## config.mk

```make
export PLATFORM = sky130hd
export DESIGN_NAME = peripheral_crc_7_check
export DESIGN_NICKNAME = d
export VERILOG_FILES = /design/src/rtl/peripheral_crc_7_check_pkg.sv /design/src/rtl/peripheral_crc_7_check_core.sv /design/src/rtl/peripheral_crc_7_check.sv
export SDC_FILE = /design/constraint.sdc
export NUM_CORES = 1
export LEC_CHECK = 0
export CAP_MARGIN = 0
export CORE_MARGIN = 5
export CORE_UTILIZATION = 54
export DETAILED_ROUTE_END_ITERATION = 12
export DONT_BUFFER_PORTS = 1
export PLACE_DENSITY = 0.69
export SYNTH_ARGS = -nofsm -noshare
export SYNTH_HDL_FRONTEND = slang
export SYNTH_HIERARCHICAL = 1
export SYNTH_SLANG_ARGS = --single-unit
export TNS_END_PERCENT = 50
```

## constraint.sdc

```tcl
create_clock -name clk -period 4.6 [get_ports clk]
set_input_delay 0.92 -clock clk [delete_from_list [all_inputs] [get_ports clk]]
set_output_delay 0.92 -clock clk [all_outputs]
set_load 0.05 [all_outputs]
```

## src/rtl/peripheral_crc_7_check_pkg.sv

```systemverilog
// Shared definitions for the CRC7 frame checker: register map, polynomial,
// FSM state encoding, STATUS bit positions and the single-bit CRC7 step.
package crc7_chk_pkg;

    localparam logic [3:0] ADDR_DATA   = 4'h0;
    localparam logic [3:0] ADDR_CTRL   = 4'h2;
    localparam logic [3:0] ADDR_STATUS = 4'h4;
    localparam logic [3:0] ADDR_CALC   = 4'h6;
    localparam logic [3:0] ADDR_RXCRC  = 4'h8;
    localparam logic [3:0] ADDR_ERRCNT = 4'hA;

    // x^7 + x^3 + 1 with the x^7 term implied
    localparam logic [6:0] CRC7_POLY = 7'h09;

    typedef enum logic [1:0] {
        IDLE  = 2'd0,
        SHIFT = 2'd1,
        CHECK = 2'd2,
        DONE  = 2'd3
    } crc7_state_e;

    localparam int STAT_BUSY    = 0;
    localparam int STAT_DONE    = 1;
    localparam int STAT_CRC_OK  = 2;
    localparam int STAT_END_OK  = 3;
    localparam int STAT_OVERRUN = 4;

    // One MSB-first LFSR step of CRC7 for input bit b
    function automatic logic [6:0] crc7_step(input logic [6:0] crc, input logic b);
        logic fb;
        fb = crc[6] ^ b;
        return {crc[5:0], 1'b0} ^ (fb ? CRC7_POLY : 7'h00);
    endfunction

endpackage

```

## src/rtl/peripheral_crc_7_check_core.sv

```systemverilog
// Bit-serial CRC7 engine: an 8-bit shift register feeds the LFSR one bit per
// cycle, MSB first. load_i starts an 8-cycle run, done_o marks its last cycle,
// clear_i zeroes the CRC and aborts any run in progress (clear beats load).
module crc7_serial_core
    import crc7_chk_pkg::*;
(
    input  logic       clk,
    input  logic       rst,
    input  logic       load_i,
    input  logic       clear_i,
    input  logic [7:0] byte_i,
    output logic       done_o,
    output logic [6:0] crc_o
);

    logic [7:0] sr_q,     sr_d;
    logic [2:0] bit_q,    bit_d;
    logic       active_q, active_d;
    logic [6:0] crc_q,    crc_d;

    // Next-state for the shifter: clear, load a new byte, or shift one bit
    always_comb begin
        sr_d     = sr_q;
        bit_d    = bit_q;
        active_d = active_q;
        crc_d    = crc_q;
        if (clear_i) begin
            sr_d     = 8'h00;
            bit_d    = 3'd0;
            active_d = 1'b0;
            crc_d    = 7'h00;
        end else if (load_i) begin
            sr_d     = byte_i;
            bit_d    = 3'd0;
            active_d = 1'b1;
        end else if (active_q) begin
            crc_d = crc7_step(crc_q, sr_q[7]);
            sr_d  = {sr_q[6:0], 1'b0};
            bit_d = bit_q + 3'd1;
            if (bit_q == 3'd7) begin
                active_d = 1'b0;
            end
        end
    end

    // Shifter state registers
    always_ff @(posedge clk or negedge rst) begin
        if (!rst) begin
            sr_q     <= 8'h00;
            bit_q    <= 3'd0;
            active_q <= 1'b0;
            crc_q    <= 7'h00;
        end else begin
            sr_q     <= sr_d;
            bit_q    <= bit_d;
            active_q <= active_d;
            crc_q    <= crc_d;
        end
    end

    assign done_o = active_q && (bit_q == 3'd7);
    assign crc_o  = crc_q;

endmodule

```

## src/rtl/peripheral_crc_7_check.sv

```systemverilog
// Memory-mapped CRC7 frame checker (receive side of the SD command CRC).
// Software writes frame bytes to DATA; the payload is folded into the CRC
// bit-serially and the final byte is compared as {crc[6:0], end_bit}.
// Optional feature: define CRC7_CHK_ERRCNT_EN to add a saturating 8-bit
// error counter at ERRCNT (cleared only by rst); otherwise ERRCNT reads 0.
module peripheral_crc_7_check
    import crc7_chk_pkg::*;
#(
    parameter int FRAME_BYTES = 6
) (
    input  logic        clk,
    input  logic        rst,
    input  logic [15:0] d_in,
    input  logic        cs,
    input  logic [3:0]  addr,
    input  logic        rd,
    input  logic        wr,
    output logic [15:0] d_out
);

    localparam logic [3:0] LAST_IDX = 4'(FRAME_BYTES - 1);

    crc7_state_e state_q, state_d;
    logic [3:0]  count_q, count_d;
    logic [6:0]  rxcrc_q, rxcrc_d;
    logic        end_q, end_d;
    logic        crc_ok_q, crc_ok_d;
    logic        end_ok_q, end_ok_d;
    logic        done_q, done_d;
    logic        overrun_q, overrun_d;
    logic [15:0] d_out_q, d_out_d;

    logic        data_wr;
    logic        ctrl_clr;
    logic        busy;
    logic        core_load;
    logic        core_done;
    logic [6:0]  crc;
    logic        crc_match;
    logic [7:0]  errcnt_rd;
    logic [4:0]  status_w;
    logic        unused_d_in;

    assign data_wr     = cs && wr && (addr == ADDR_DATA);
    assign ctrl_clr    = cs && wr && (addr == ADDR_CTRL) && d_in[0];
    assign busy        = (state_q == SHIFT) || (state_q == CHECK);
    assign crc_match   = (crc == rxcrc_q);
    assign unused_d_in = ^d_in[15:8];

    crc7_serial_core u_core (
        .clk     (clk),
        .rst     (rst),
        .load_i  (core_load),
        .clear_i (ctrl_clr),
        .byte_i  (d_in[7:0]),
        .done_o  (core_done),
        .crc_o   (crc)
    );

    // Frame FSM next-state and result/status updates; a CTRL clear overrides all
    always_comb begin
        state_d   = state_q;
        count_d   = count_q;
        rxcrc_d   = rxcrc_q;
        end_d     = end_q;
        crc_ok_d  = crc_ok_q;
        end_ok_d  = end_ok_q;
        done_d    = done_q;
        overrun_d = overrun_q;
        core_load = 1'b0;
        if (ctrl_clr) begin
            state_d   = IDLE;
            count_d   = 4'd0;
            rxcrc_d   = 7'h00;
            end_d     = 1'b0;
            crc_ok_d  = 1'b0;
            end_ok_d  = 1'b0;
            done_d    = 1'b0;
            overrun_d = 1'b0;
        end else begin
            case (state_q)
                IDLE: begin
                    if (data_wr) begin
                        if (count_q < LAST_IDX) begin
                            core_load = 1'b1;
                            count_d   = count_q + 4'd1;
                            state_d   = SHIFT;
                        end else begin
                            rxcrc_d = d_in[7:1];
                            end_d   = d_in[0];
                            state_d = CHECK;
                        end
                    end
                end
                SHIFT: begin
                    if (data_wr) overrun_d = 1'b1;
                    if (core_done) state_d = IDLE;
                end
                CHECK: begin
                    if (data_wr) overrun_d = 1'b1;
                    crc_ok_d = crc_match;
                    end_ok_d = end_q;
                    done_d   = 1'b1;
                    state_d  = DONE;
                end
                DONE: begin
                    if (data_wr) overrun_d = 1'b1;
                end
                default: state_d = IDLE;
            endcase
        end
    end

    // FSM, frame bookkeeping and status registers
    always_ff @(posedge clk or negedge rst) begin
        if (!rst) begin
            state_q   <= IDLE;
            count_q   <= 4'd0;
            rxcrc_q   <= 7'h00;
            end_q     <= 1'b0;
            crc_ok_q  <= 1'b0;
            end_ok_q  <= 1'b0;
            done_q    <= 1'b0;
            overrun_q <= 1'b0;
        end else begin
            state_q   <= state_d;
            count_q   <= count_d;
            rxcrc_q   <= rxcrc_d;
            end_q     <= end_d;
            crc_ok_q  <= crc_ok_d;
            end_ok_q  <= end_ok_d;
            done_q    <= done_d;
            overrun_q <= overrun_d;
        end
    end

`ifdef CRC7_CHK_ERRCNT_EN
    logic [7:0] errcnt_q, errcnt_d;

    // Count failed checks (bad CRC or bad end bit), saturating; an aborted CHECK is not counted
    always_comb begin
        errcnt_d = errcnt_q;
        if ((state_q == CHECK) && !ctrl_clr && !(crc_match && end_q) && (errcnt_q != 8'hFF)) begin
            errcnt_d = errcnt_q + 8'd1;
        end
    end

    // Error counter register, cleared only by reset
    always_ff @(posedge clk or negedge rst) begin
        if (!rst) errcnt_q <= 8'h00;
        else      errcnt_q <= errcnt_d;
    end

    assign errcnt_rd = errcnt_q;
`else
    assign errcnt_rd = 8'h00;
`endif

    // Read mux over the pre-write register values; d_out holds when not read
    always_comb begin
        status_w               = 5'b0;
        status_w[STAT_BUSY]    = busy;
        status_w[STAT_DONE]    = done_q;
        status_w[STAT_CRC_OK]  = crc_ok_q;
        status_w[STAT_END_OK]  = end_ok_q;
        status_w[STAT_OVERRUN] = overrun_q;
        d_out_d = d_out_q;
        if (cs && rd) begin
            case (addr)
                ADDR_STATUS: d_out_d = {11'b0, status_w};
                ADDR_CALC:   d_out_d = {4'b0, count_q, 1'b0, crc};
                ADDR_RXCRC:  d_out_d = {7'b0, end_q, 1'b0, rxcrc_q};
                ADDR_ERRCNT: d_out_d = {8'b0, errcnt_rd};
                default:     d_out_d = 16'h0000;
            endcase
        end
    end

    // Registered read data
    always_ff @(posedge clk or negedge rst) begin
        if (!rst) d_out_q <= 16'h0000;
        else      d_out_q <= d_out_d;
    end

    assign d_out = d_out_q;

endmodule

```

==> metrics.yaml <==
pwr:
  switching_share_pct: 31.9
  switchingPower_uw: 372
  pwr-share-seq_pct: 50.9
  p_comb_share_pct: 27.4
  p_int_uw: 795
  pwr-share-clk_pct: 21.7
  ir_worst_vdd_mv: 0.253
  power.density_mw_per_mm2: 445
  leakage_nw: 1.21
logic_synthesis:
  synth_simple_gate_area_share_pct: 20.2
  synth_edf_count: 0
  synth_compound_area_share_pct: 12.0
  synth_ff_type: "dfrtp_1"
  yosys_warnings: 6
  syn_area_mm2: 0.00253
  synthXorXnorAreaFrac_pct: 3.11
  synthArstFlopShare_pct: 100
  synth_top_family_by_area: "simple AND/OR/NAND/NOR gates"
  synth.area.mux_share_pct: 8.25
  synthAdderAreaFrac_pct: 3.95
  ys_ff_latch: 48
  synthCells: 255
  ys_seq_area_share_pct: 47.4
  yosys.cell_types.count: 47
  avgSynthCellArea_um2: 9.94
placement:
  gp_routability_congestion: 0.784
  place_area_mm2: 0.00253
  hpwlAfterDp_um: 3280
  io_buffers: 0
layout:
  syn_to_final_growth_pct: 3.46
  final_common_cell: "nand2_1"
  final.fill_count: 401
  design_area_mm2: 0.00262
  final_cell_mix: "nand2_1, dfrtp_1, nor2_1"
  n_antenna_cell: 0
  multi_input_area_mm2: 0.00122
  final_nets: 285
  drive_gt1_share_pct: 9.49
  seqCellArea_mm2: 0.00120
drt:
  drc: 0
  wl_per_cell_um: 15.0
  ant_nets: 0
  totalWireLength_um: 4620
  drtPass1Iterations: 4
  drt_iter0_drc: 132
  viasPerCell: 5.51
  num_vias: 1692
floorplanning:
  die_x_um: 78.5
  io_pins: 41
  dieArea_mm2: 0.00616
  core_area_mm2: 0.00463
  die_y_um: 78.5
  rows: 25
  initial_core_util_pct: 54.7
sta:
  tightest_slew_ns: 0.820
  fin_crit_ns: 2.69
  grt_setup_unrepaired: "no"
  slew_violations: 0
  hold_viol_final: 0
  finalCritPeriodShare_pct: 58.5
  fin_tns_setup_ns: 0
  worst_hold_slack_ns: 0.306
  setup_viol: 0
  relSlewSlack_pct: 45.3
  fmax_mhz: 372
  fin_skew_ns: 0.00595
setup_path:
  cp-end-kind: "flip-flop"
  arrival_ns: 2.93
  worstSetupStartpointType: "primary input"
  slowest_delay_ns: 0.64
  path_common_cell: "nand3_1"
  path_max_fanout: 26
  cp.required_ns: 4.83
  crit_type: "in2reg"
  reg2reg_from: "count_q[0]$_DFFE_PN0P_"
  crit_start: "addr[2]"
  crit_chain: "and4bb_4 -> nand3_1 -> inv_1 -> or4_1 -> nand3_1"
  worst_path_max_delay_cell: "or4_1"
grt:
  grt_overflow: 0
  grt_pass1_vias: 1724
  grt_max_degree: 49
  grt_usage_pct: 16.5
  antenna_found_initial: 0
  grt_first_pass_wirelength_um: 8220
clock_tree:
  htreeDepth: 2
  root_buffer: "clkbuf_8"
  cts_inserted_buffers: 5
  cts_hold_buf: 0
  clk_pin_slew_ns: 0.08
  clk_latency_ns: 0.30
  clock-sinks: 48
  cts_setup_buffers: 0
  cts_tree: "done"
  cts_buffer_depth: 2
  cts_resized: 0
outcome:
  outcome: "complete, no violations"
min_path:
  hold_class: "in2async"
flow_run:
  max_cap_violations: 0
## Yosys cell counts (all sizes together) (2+ instances only)
cell type / instances / share of area, %
nor4b: 2 / 1.5
o31ai: 3 / 0.89
inv: 9 / 1.3
nor3: 6 / 1.2
nor2: 18 / 2.8
and4bb: 2 / 1.1
dfrtp: 48 / 47
a21oi: 9 / 1.9
a22oi: 8 / 2.4
nand3: 5 / 1.5
nand2b: 4 / 1.3
nand2: 50 / 7.4
o21ai: 14 / 2.8
or4: 2 / 0.74
mux2i: 13 / 5.1
mux2: 7 / 3.1
buf: 12 / 3.2
xor2: 7 / 2.4
a22o: 5 / 1.7
xnor2: 2 / 0.69
ha: 8 / 4.0
clkbuf: 3 / 0.44
nor2b: 3 / 0.74
## routing by layer
layer	track usage (%)	up-vias	share of wire [%]
met3	5.39	4	7.0
li1	-	859	-
met4	3.15	0	0.91
met5	0	-	0
met1	22.7	788	50
met2	25.7	41	42
## power groups by stage
stage / clock [mW] / combinational, mW / sequential (mW)
4_1_cts: 0.262 / 0.324 / 0.594
3_5_place_dp: 0 / 0.322 / 0.603
6_report: 0.254 / 0.320 / 0.594
3_3_place_gp: 0 / 0.307 / 0.601
2_1_floorplan: 0 / 0.287 / 0.577
5_1_grt: 0.277 / 0.370 / 0.610
## flip-flops by register name (all words and copies together), names as in the netlist
signal,count
u_core/sr_q,8
rxcrc_q,7
crc_ok_q,1
state_q,2
u_core/bit_q,3
end_ok_q,1
u_core/crc_o,7
u_core/active_q,1
count_q,4
d_out,11
end_q,1
done_q,1
overrun_q,1
## worst max-delay path, delay by kind of cell
kind	cells	cell delay, ns
simple gates	4	1.43
buf+inv	1	0.56
## cells by family (layout without fill, tap and decap cells)
group | after synthesis | after routing
simple gates | 99 | 99
xor+xnor | 9 | 9
flops | 48 | 48
buf+inv | 24 | 18
compound gates | 46 | 46
mux | 20 | 20
other cells | 1 | 5
fa+ha+maj | 8 | 8
## cell type report
type                       count  area share (%)
multi-input combinational    187            46.6
sequential                    48            45.8
clock buffer                   8            3.44
tap                           54            2.58
inverter                       9            1.29
timing repair buffer           1           0.286
## per-stage QoR
step / worst slack [ns] / utilization [%] / std cells / total power, mW
after detailed placement: 1.61 / 54.7 / 299 / 0.925
after floorplan: 2.27 / - / 259 / 0.863
after global placement: 1.62 / 54.7 / 299 / 0.908
final: 1.91 / 56.6 / 307 / 1.17
after global routing: 1.78 / 56.6 / 307 / 1.26
after CTS: 1.92 / 56.6 / 307 / 1.18
## final timing paths
check                                                   end  slack (ns)  cells past startpoint
worst max-delay path            u_core/crc_o[3]$_DFFE_PN0P_        1.91                      5
worst min-delay path                   d_out[9]$_DFFE_PN0P_        0.31                      0
worst max register to register  u_core/crc_o[0]$_DFFE_PN0P_        2.42                      9
worst min register to register           done_q$_DFFE_PN0P_        0.50                      2
max in group asynchronous              crc_ok_q$_DFFE_PN0P_        4.20                      0
min in group clk                         done_q$_DFFE_PN0P_        0.50                      2
No activity file was read; power rests on OpenSTA's default activity.
